<file path="config.mk">
export PLATFORM = sky130hd
export DESIGN_NAME = shift_reg_piso
export DESIGN_NICKNAME = d
export VERILOG_FILES = /design/src/rtl/shift_reg_piso.sv
export SDC_FILE = /design/constraint.sdc
export NUM_CORES = 1
export LEC_CHECK = 0
export BUFFER_PORTS_ARGS = -buffer_cell sky130_fd_sc_hd__buf_4
export CAP_MARGIN = 20
export CORE_UTILIZATION = 45
export DETAILED_ROUTE_END_ITERATION = 12
export HOLD_SLACK_MARGIN = 0.15
export PLACE_DENSITY = 0.68
export RECOVER_POWER = 50
export SYNTH_ARGS = -nofsm -noshare
export SYNTH_HDL_FRONTEND = slang
export SYNTH_SLANG_ARGS = --single-unit
</file>
<file path="constraint.sdc">
create_clock -name clk -period 1.7 [get_ports clk]
set_input_delay 0.34 -clock clk [delete_from_list [all_inputs] [get_ports clk]]
set_output_delay 0.34 -clock clk [all_outputs]
set_load 0.02 [all_outputs]
</file>
<file path="src/rtl/shift_reg_piso.sv">
// Parallel-in / serial-out shift register with a two-state IDLE/SHIFT FSM.
// Words can be loaded back-to-back on the last-bit cycle, so the serial stream has no gaps.
module shift_reg_piso #(
  parameter int size      = 8,
  parameter bit msb_first = 1'b0
) (
  input  logic            clk,
  input  logic            reset,
  input  logic            load,
  input  logic [size-1:0] datain,
  output logic            ready,
  output logic            dataout,
  output logic            valid,
  output logic            done
);

  localparam int CNT_W = $clog2(size + 1);
  localparam logic [CNT_W-1:0] CNT_FULL = CNT_W'(size);
  localparam logic [CNT_W-1:0] CNT_ONE  = CNT_W'(1);

  typedef enum logic {IDLE = 1'b0, SHIFT = 1'b1} state_t;

  state_t            state;
  state_t            state_nxt;
  logic [size-1:0]   sreg_p0;
  logic [CNT_W-1:0]  cnt_p0;
  logic              last;
  logic              accept;

  function automatic logic [size-1:0] shift_one(input logic [size-1:0] v);
    if (msb_first) return {v[size-2:0], 1'b0};
    else           return {1'b0, v[size-1:1]};
  endfunction

  assign last   = (state == SHIFT) && (cnt_p0 == CNT_ONE);
  assign accept = load && ready;

  always_ff @(posedge clk or negedge reset) begin
    if (!reset) state <= IDLE;
    else        state <= state_nxt;
  end

  always_comb begin
    state_nxt = state;
    case (state)
      IDLE:    if (load) state_nxt = SHIFT;
      SHIFT:   if (last && !load) state_nxt = IDLE;
      default: state_nxt = IDLE;
    endcase
  end

  // Outputs decode registered state only; load/datain never reach them combinationally.
  always_comb begin
    ready   = (state == IDLE) || last;
    valid   = (state == SHIFT);
    done    = last;
    dataout = 1'b0;
    if (state == SHIFT) dataout = msb_first ? sreg_p0[size-1] : sreg_p0[0];
  end

  always_ff @(posedge clk or negedge reset) begin
    if (!reset) begin
      sreg_p0 <= '0;
      cnt_p0  <= '0;
    end else if (accept) begin
      sreg_p0 <= datain;
      cnt_p0  <= CNT_FULL;
    end else if (state == SHIFT) begin
      if (last) begin
        sreg_p0 <= '0;
        cnt_p0  <= '0;
      end else begin
        sreg_p0 <= shift_one(sreg_p0);
        cnt_p0  <= cnt_p0 - CNT_ONE;
      end
    end
  end

endmodule

</file>
==> impl_metrics.env <==
export IMPL_status="complete, but fails checks"
export IMPL_violations="negative setup slack"
export IMPL_ioPinCount=15
export IMPL_die_h_um=39.5
export IMPL_grt_usage=0.203
export IMPL_num_vias=534
export IMPL_ant_nets=0
export IMPL_powerDensity_nw_per_um2=1540
export IMPL_grt_pass1_wl_um=2010
export IMPL_synthCells=58
export IMPL_clock_path_buffers=2
export IMPL_drt_iter0_drc=8
export IMPL_totalWireLength_um=1290
export IMPL_syn_to_final_growth_pct=42.9
export IMPL_diodes=0
export IMPL_grt_antenna_before_repair=0
export IMPL_yosys_area_top_type="dfrtp_1"
export IMPL_ys_ff_latch=13
export IMPL_synth_common_cells="13 x dfrtp_1, 8 x and2_1, 7 x a221o_1"
export IMPL_avgSynthCellArea_um2=10.9
export IMPL_grt_pass1_vias=467
export IMPL_hold_path_class="input port to flop"
export IMPL_netlist_cell_type_count=21
export IMPL_min_delay_start="datain[4]"
export IMPL_cts_root_buf="clkbuf_4"
export IMPL_drc_errors=0
export IMPL_max_cap_violations=0
export IMPL_overflow=0
export IMPL_cts_buffers=3
export IMPL_nNetsFinal=100
export IMPL_worstSetupPathType="flop to output pin"
export IMPL_start_util=0.487
export IMPL_fin_tns_setup_ns=-0.777
export IMPL_power_leakage_nw=0.434
export IMPL_synth_most_common_cell="dfrtp_1"
export IMPL_cpPeakStageDelay_ns=0.40
export IMPL_finalSetupViolCount=9
export IMPL_synth_edf_count=0
export IMPL_tightest_slew_ns=0.699
export IMPL_path_delay_family="simple AND/OR/NAND/NOR gates"
export IMPL_drive_above_1_share=0.407
export IMPL_relSlewSlack=0.534
export IMPL_globalplace_congestion=0.739
export IMPL_yosys_area_top_type_share=0.514
export IMPL_synth_flop_cell="dfrtp_1"
export IMPL_cp_slowest_cell="dfrtp_1"
export IMPL_dp_slack_ns=0.00472
export IMPL_htreeDepth=1
export IMPL_synth_area_um2=633
export IMPL_drv_slew=0
export IMPL_die_area_um2=1560
export IMPL_synth_warning_count=0
export IMPL_ys_top_cells_by_area="dfrtp_1 51%, a221o_1 11%, and2_1 7.9%"
export IMPL_hpwlAfterDp_um=880
export IMPL_fin_crit_sh=1.14
export IMPL_num_rows=13
export IMPL_core_um2=1300
export IMPL_crit_start="cnt_p0[1]"
export IMPL_clkSinkCount=13
export IMPL_ys_seq_area_frac=0.514
export IMPL_ir_drop_v=0.000898
export IMPL_dr_pass1_iters=4
export IMPL_die_w_um=39.5
export IMPL_worst_slack_ns=-0.237
export IMPL_fmax_ghz=0.516
export IMPL_synth_fp_nets=71
export IMPL_finClkSkew_ns=0.00186
export IMPL_synthArstFlopShare=1.00
export IMPL_wl_per_cell_um=12.7
export IMPL_cp_end_kind="output pin"
export IMPL_viasPerCell=5.29
export IMPL_crit_buf_inv=3
export IMPL_cp_max_fo=2
export IMPL_path_cells="inv_2, ha_4, or3b_4, and2_4, clkinvlp_4, buf_6"
export IMPL_rsz0062_at_grt="true"
export IMPL_io_buffers=14
export IMPL_whs_ns=0.290
export IMPL_crit_arrival_ns=1.60
export IMPL_worstSetupStartpointType="flop"
export IMPL_grt_max_degree=14
export IMPL_clkLatencyLatePin_ns=0.27
export IMPL_hold_viol_final=0
export IMPL_r2r_start="cnt_p0[1]"
export IMPL_cts_tree="yes"
export IMPL_power_mw=1.39
export IMPL_clk_pin_slew_worst_paths_ns=0.07
export IMPL_finalCriticalPeriod_ns=1.94
export IMPL_critPathRequiredTime_ns=1.36
==> final cells by class <==
cell class                      instances  area (um2)
Inverter                                4        18.8
Clock buffer                            4        26.3
Tap cell                               15        18.8
Fill cell                              94         397
Multi-Input combinational cell         39         307
Sequential cell                        13         325
Timing Repair Buffer                   26         209
==> metal layers <==
| layer | wire (um) | vias up | track usage |
|---|---|---|---|
| li1 | - | 264 | - |
| met1 | 557 | 256 | 0.252 |
| met2 | 651 | 14 | 0.307 |
| met3 | 76 | 0 | 0.102 |
| met4 | 0 | 0 | 0.0517 |
| met5 | 0 | - | 0 |
==> per-stage QoR <==
stage / util / cell area [um2] / cells
6_report: 0.695 / 905 / 101
3_3_place_gp: 0.613 / 798 / 92
2_1_floorplan: - / 637 / 58
3_5_place_dp: 0.613 / 798 / 92
4_1_cts: 0.683 / 888 / 100
5_1_grt: 0.695 / 905 / 101
==> cell usage in the layout (no fill, tap or decap), drive strengths merged <==
| master | n |
|---|---|
| nand2 | 2 |
| nand3 | 1 |
| a221o | 7 |
| clkinvlp | 1 |
| o22ai | 1 |
| dlygate4sd3 | 1 |
| o21ai | 4 |
| or3b | 1 |
| nand2b | 2 |
| nor2 | 3 |
| nor2b | 1 |
| and2 | 9 |
| a211oi | 2 |
| inv | 3 |
| buf | 24 |
| nor3 | 1 |
| clkbuf | 5 |
| and3 | 1 |
| a21boi | 1 |
| dfrtp | 13 |
| a32o | 1 |
| ha | 2 |
==> worst paths after layout <==
check                        endpoint  slack [ns]  cells past startpoint
setup / recovery                ready       -0.24                      6
hold / removal             sreg_p0[4]        0.29                      2
setup reg to reg           sreg_p0[2]       -0.07                      6
hold reg to reg            sreg_p0[7]        0.50                      1
max in group asynchronous  sreg_p0[0]        0.64                      2
min in group asynchronous   cnt_p0[2]        0.62                      2
==> report_power, final <==
group	internal (mW)	switching (mW)
clock	0.0910	0.0960
combinational	0.384	0.306
sequential	0.426	0.0872
total	0.902	0.489
==> repair_timing <==
item | CTS | global route
gates resized for setup | 8 | 3
hold buffers | 1 | 0
endpoints found under the setup margin | 2 | 10
hold endpoints to repair | 13 | 0
setup buffers | 3 | 1
pin swaps | 0 | 2
==> sequential cells by signal (all words and copies together), names as in the netlist <==
name     flops
sreg_p0      8
cnt_p0       4
valid        1
==> cells by family after synthesis <==
logic type,share of synthesized area
buf+inv,0.0474
simple gates,0.196
compound gates,0.204
flops,0.514
fa+ha+maj,0.0395
Note: power is estimated with default switching activity, not from simulation.
